**src/rtl/ice51_pkg.sv**
```systemverilog
`default_nettype none
// ============================================================================
// Package     : ice51_pkg
// Description : Shared types and constants for the ice51 boot-load path.
//               Boot FSM state encoding, the fixed drain length and the
//               default code-memory geometry used by the boot controller
//               and its bench.
// Revision    : 1.0 - initial release
// ============================================================================
package ice51_pkg;

  // Boot controller states
  typedef enum logic [1:0] {
    ST_LOAD  = 2'd0,
    ST_DRAIN = 2'd1,
    ST_RUN   = 2'd2
  } boot_state_t;

  // Cycles spent in DRAIN so the final write commits before the first fetch
  localparam int DRAIN_CYCLES = 2;

  // Default code-memory geometry
  localparam int DEFAULT_MEM_SIZE = 512;
  localparam int DEFAULT_ADDR_W   = 9;

  // Width of a counter that must hold 0..n-1 (never narrower than one bit)
  function automatic int cnt_width(input int n);
    return (n > 2) ? $clog2(n) : 1;
  endfunction

endpackage
`default_nettype wire

```
**src/rtl/ice51_boot_ctrl.sv**
```systemverilog
`default_nettype none
// ============================================================================
// Module      : ice51_boot_ctrl
// Description : Boot-load controller for the ice51 core. Streams UART RX
//               bytes sequentially into code memory while holding the CPU
//               in reset, waits a short drain period, then hands the
//               code-memory address port to the CPU and releases it.
// Revision    : 1.0 - initial release
//
// Ports:
//   i_clk        clock
//   i_nrst       reset, asynchronous, active-high
//   i_rx_valid   one-cycle pulse: UART RX byte available
//   i_rx_data    UART RX byte, valid with i_rx_valid
//   i_reload     one-cycle pulse: restart the boot load (honoured in RUN)
//   i_cpu_addr   CPU fetch address
//   o_mem_we     code memory write enable
//   o_mem_addr   code memory address (loader, or CPU while running)
//   o_mem_wdata  code memory write data
//   o_cpu_rst    high = CPU held in reset
//   o_loading    high while in LOAD
//   o_overrun    sticky: a byte arrived outside LOAD
// ============================================================================
module ice51_boot_ctrl
  import ice51_pkg::*;
#(
  parameter int MEM_SIZE = DEFAULT_MEM_SIZE,
  parameter int ADDR_W   = DEFAULT_ADDR_W,
  parameter bit PRELOAD  = 1'b0
) (
  input  logic              i_clk,
  input  logic              i_nrst,
  input  logic              i_rx_valid,
  input  logic [7:0]        i_rx_data,
  input  logic              i_reload,
  input  logic [ADDR_W-1:0] i_cpu_addr,
  output logic              o_mem_we,
  output logic [ADDR_W-1:0] o_mem_addr,
  output logic [7:0]        o_mem_wdata,
  output logic              o_cpu_rst,
  output logic              o_loading,
  output logic              o_overrun
);

  localparam int                c_drain_w     = cnt_width(DRAIN_CYCLES);
  localparam logic [c_drain_w-1:0] c_drain_last = c_drain_w'(DRAIN_CYCLES - 1);
  localparam logic [ADDR_W-1:0] c_last_addr   = ADDR_W'(MEM_SIZE - 1);
  localparam boot_state_t       c_reset_state = PRELOAD ? ST_DRAIN : ST_LOAD;

  // --------------------------------------------------------------------------
  // State and registered outputs
  // --------------------------------------------------------------------------
  boot_state_t          r_state;
  logic [ADDR_W-1:0]    r_count;
  logic [c_drain_w-1:0] r_drain_cnt;
  logic                 r_mem_we;
  logic [ADDR_W-1:0]    r_wr_addr;
  logic [7:0]           r_mem_wdata;
  logic                 r_cpu_rst;
  logic                 r_loading;
  logic                 r_overrun;

  // Next-state values
  boot_state_t          w_state_nxt;
  logic [ADDR_W-1:0]    w_count_nxt;
  logic [c_drain_w-1:0] w_drain_nxt;
  logic                 w_we_nxt;
  logic [ADDR_W-1:0]    w_wr_addr_nxt;
  logic [7:0]           w_wdata_nxt;
  logic                 w_overrun_nxt;

  // --------------------------------------------------------------------------
  // Register process
  // --------------------------------------------------------------------------
  always_ff @(posedge i_clk or posedge i_nrst) begin
    if (i_nrst) begin
      r_state     <= c_reset_state;
      r_count     <= '0;
      r_drain_cnt <= '0;
      r_mem_we    <= 1'b0;
      r_wr_addr   <= '0;
      r_mem_wdata <= 8'h00;
      r_cpu_rst   <= 1'b1;
      r_loading   <= ~PRELOAD;
      r_overrun   <= 1'b0;
    end else begin
      r_state     <= w_state_nxt;
      r_count     <= w_count_nxt;
      r_drain_cnt <= w_drain_nxt;
      r_mem_we    <= w_we_nxt;
      r_wr_addr   <= w_wr_addr_nxt;
      r_mem_wdata <= w_wdata_nxt;
      // Status flags are derived from the state being entered so they
      // change in the same cycle as the state itself.
      r_cpu_rst   <= (w_state_nxt != ST_RUN);
      r_loading   <= (w_state_nxt == ST_LOAD);
      r_overrun   <= w_overrun_nxt;
    end
  end

  // --------------------------------------------------------------------------
  // Next-state / datapath process
  // --------------------------------------------------------------------------
  always_comb begin
    w_state_nxt   = r_state;
    w_count_nxt   = r_count;
    w_drain_nxt   = r_drain_cnt;
    w_we_nxt      = 1'b0;
    w_wr_addr_nxt = r_wr_addr;
    w_wdata_nxt   = r_mem_wdata;
    w_overrun_nxt = r_overrun;

    unique case (r_state)
      ST_LOAD: begin
        if (i_rx_valid) begin
          w_we_nxt      = 1'b1;
          w_wr_addr_nxt = r_count;
          w_wdata_nxt   = i_rx_data;
          // The counter stops on the last address instead of wrapping;
          // it is cleared again only by reset or reload.
          if (r_count == c_last_addr) begin
            w_state_nxt = ST_DRAIN;
            w_drain_nxt = '0;
          end else begin
            w_count_nxt = r_count + 1'b1;
          end
        end
      end

      ST_DRAIN: begin
        if (i_rx_valid) begin
          w_overrun_nxt = 1'b1;
        end
        if (r_drain_cnt == c_drain_last) begin
          w_state_nxt = ST_RUN;
        end else begin
          w_drain_nxt = r_drain_cnt + 1'b1;
        end
      end

      ST_RUN: begin
        // Reload takes priority: a coincident byte is neither written nor
        // flagged as an overrun.
        if (i_reload) begin
          w_state_nxt   = ST_LOAD;
          w_count_nxt   = '0;
          w_wr_addr_nxt = '0;
          w_overrun_nxt = 1'b0;
        end else if (i_rx_valid) begin
          w_overrun_nxt = 1'b1;
        end
      end

      default: begin
        w_state_nxt = c_reset_state;
      end
    endcase
  end

  // --------------------------------------------------------------------------
  // Outputs. The CPU owns the address port combinationally once running.
  // --------------------------------------------------------------------------
  assign o_mem_we    = r_mem_we;
  assign o_mem_addr  = (r_state == ST_RUN) ? i_cpu_addr : r_wr_addr;
  assign o_mem_wdata = r_mem_wdata;
  assign o_cpu_rst   = r_cpu_rst;
  assign o_loading   = r_loading;
  assign o_overrun   = r_overrun;

endmodule
`default_nettype wire

```
**config.mk**
```make
export PLATFORM = sky130hd
export DESIGN_NAME = ice51_boot_ctrl
export DESIGN_NICKNAME = d
export VERILOG_FILES = /design/src/rtl/ice51_pkg.sv /design/src/rtl/ice51_boot_ctrl.sv
export SDC_FILE = /design/constraint.sdc
export NUM_CORES = 1
export LEC_CHECK = 0
export BUFFER_PORTS_ARGS = -buffer_cell sky130_fd_sc_hd__clkbuf_2
export CAP_MARGIN = 10
export CORE_UTILIZATION = 45
export CTS_BUF_LIST = sky130_fd_sc_hd__clkbuf_8
export CTS_CLUSTER_DIAMETER = 30
export DETAILED_ROUTE_END_ITERATION = 8
export PLACE_DENSITY_LB_ADDON = 0.3
export SETUP_SLACK_MARGIN = 0.1
export SYNTH_ARGS = -nofsm -noshare
export SYNTH_HDL_FRONTEND = slang
export SYNTH_SLANG_ARGS = --single-unit
```
**constraint.sdc**
```tcl
create_clock -name i_clk -period 2.8 [get_ports i_clk]
set_input_delay 0.56 -clock i_clk [delete_from_list [all_inputs] [get_ports i_clk]]
set_output_delay 0.56 -clock i_clk [all_outputs]
set_load 0.005 [all_outputs]
```
==> metrics <==
Worst Path Max Fanout=15; fmax=406 MHz; Post-Place Cell Area=1800 sq um; crit path cell chain=inv_1 -> ha_1 -> mux2_2 -> clkbuf_2; first-pass GRT wire length=4.97 mm; Initial Util=49.0%; Mapped Avg Cell Area=11.4 sq um; layout cells sized above 1=38.5%; combinational group share of total power=17.4%; # hold bufs at CTS=0; setup violators final=0; via/cell ratio=5.39; design area=1880 sq um; Row Count=20; GP Congestion=0.824; pin count of the biggest net entering global routing=34; Startpoint Class=flip-flop; Mapped Area=1550 sq um; io pins=42; Chip Width=60.6 microns; Seq pwr share=53.2%; cells after synthesis=135; clk sinks=33; Final ANT Viol Nets=0; switching power=319 uW; Layout Nets=206; Setup TNS Final=0 ns; post-synthesis sequential area ratio=53.6%; Cell Int Power=853 uW; post-cts sizing count=0; slowest stage cell, crit path=ha_1; Clock power frac=29.4%; final hold violation count=0; Worst Tran Pin Value=0.649 ns; Max-Cap Viols=0; register bit total from synthesis=33; Netlist cell types=25; commonest non-fill, non-tap cells in the layout=clkbuf_2, dfrtp_1, mux2_2; Total GRT Usage=19.0%; Core Region=3150 sq um; Die Ht=60.6 microns; Worst R2R Path Depth=7; DRC viols=0; Worst Clk Skew=0.00219 ns; commonest non-fill, non-tap cell in the layout=clkbuf_2; Max VDD drop=361 uV; ant diodes=0; Vias=1202; CP arrival=1.90 ns; RSZ-0062 raised after global routing=false; Detailed Place HPWL=2.21 mm; Crit Path Class=flip-flop to output port; # H-tree levels=2; input/output buffers=41; CTS tree=built; DR WL/cell=14.2 microns; Post CTS Setup Buffer Count=0; cell family with most CP delay=adder cells; Layout area overhead=21.8%; Clock Latency Late Sink=0.28 ns; DRT Pass-1 Iters=4; number of global-route vias before repair=1177; cts bufs inserted=5; Worst path depth=4; Worst setup EP type=output port; antenna violations before repair=0; final clock period utilization by the worst path=88.0%; CTS root buffer=clkbuf_8; leakage=0.944 nW; data required time of the worst path=2.24 ns; 1st-iter DRT viols=55; Max stage delay on crit path=0.58 ns; Die ar.=3670 sq um; min-delay worst type=primary input to async pin; Net Count, Synth=162; total routed wirelength=3.16 mm; Clk pin slew, worst setup/hold paths=0.06 ns; Sw Ratio=27.2%; CTS max path bufs=2; Final Critical Period=2.46 ns; Slew Limit Fails=0; CP bufs+invs=2; total grt overflow=0; Slew HR=56.4%; status=complete, no violations; Synth Warn #=0; pwr/cell area=623 nW/um^2
[synth_stat cells]
master / instances / area share [%]
a211oi_1: 1 / 0.49
a21o_1: 2 / 0.97
a21oi_1: 4 / 1.3
a22o_1: 9 / 5.1
a22oi_1: 1 / 0.49
a31oi_1: 5 / 2.0
and3_1: 4 / 1.6
buf_2: 1 / 0.32
clkbuf_1: 4 / 0.97
clkbuf_2: 1 / 0.32
dfrtp_1: 31 / 50
dfstp_2: 2 / 3.4
ha_1: 6 / 4.9
inv_1: 6 / 1.5
mux2_2: 18 / 13
mux2i_1: 1 / 0.65
nand2_1: 7 / 1.7
nand2b_1: 4 / 1.6
nand3_1: 1 / 0.32
nand4_1: 3 / 1.2
nor2_1: 5 / 1.2
nor2b_1: 3 / 1.2
nor3_1: 3 / 0.97
o21ai_0: 12 / 3.9
o41ai_1: 1 / 0.57
[registers in the layout (all words and copies together) (netlist names)]
signal,flops
r_state,2
r_count,9
o_mem_we,1
o_cpu_rst,1
o_overrun,1
o_mem_wdata,8
r_wr_addr,9
r_drain_cnt,1
o_loading,1
[final timing paths]
check                             startpoint       endpoint  slack (ns)
worst max register to register    r_count[0]     r_count[4]        0.42
max in group asynchronous             i_nrst      o_cpu_rst        2.13
min in group i_clk              r_wr_addr[7]   r_wr_addr[7]        0.50
worst max-delay path              r_state[0]  o_mem_addr[6]        0.34
worst min register to register  r_wr_addr[7]   r_wr_addr[7]        0.50
worst min-delay path                  i_nrst     r_count[3]        0.34
[metal layers]
layer	global-route usage (%)	vias up	wire, microns
li1	-	573	-
met1	22.3	586	1340
met2	32.8	38	1640
met4	9.09	0	40
met5	0	-	0
met3	4.48	5	144
[through the flow]
| step | cells | hold slack [ns] | util [%] | power (mW) | setup slack (ns) |
|---|---|---|---|---|---|
| floorplan | 135 | 0.466 | - | 0.743 | 0.714 |
| CTS | 223 | 0.348 | 59.7 | 1.18 | 0.301 |
| detailed placement | 216 | 0.488 | 56.9 | 0.830 | 0.545 |
| global placement | 216 | 0.488 | 56.9 | 0.823 | 0.669 |
| finish | 223 | 0.339 | 59.7 | 1.17 | 0.337 |
| global route | 223 | 0.387 | 59.7 | 1.24 | 0.250 |
[area by class of cell]
cell class,count,area [sq um]
clock buffers,6,82.6
clock inverters,1,3.75
fillers,297,1270
inverters,6,22.5
multi-input cells,90,669
flip-flops and latches,33,828
well taps,44,55.1
repair buffers,43,220
[power by group through the flow]
stage	Sequential (mW)	Combinational, mW	Clock, mW
2_1_floorplan	0.601	0.142	0
3_3_place_gp	0.626	0.196	0
3_5_place_dp	0.627	0.203	0
4_1_cts	0.622	0.207	0.355
5_1_grt	0.634	0.231	0.374
6_report	0.623	0.204	0.345
[worst min-delay path: stages]
cell,delay [ns]
clkbuf_2,0.08
inv_1,0.04
buf_4,0.36
[cell families (layout without fill, tap and decap cells)]
| family | Yosys count | count (layout) | synth area share (%) |
|---|---|---|---|
| buffers and inverters | 12 | 56 | 3.08 |
| AND/OR/NAND/NOR | 30 | 30 | 9.88 |
| adder cells (fa/ha/maj) | 6 | 6 | 4.86 |
| flip-flops | 33 | 33 | 53.6 |
| multiplexers | 19 | 19 | 13.8 |
| AO/OA/AOI/OAI | 35 | 35 | 14.8 |
Power figures use the tool's default switching activity.
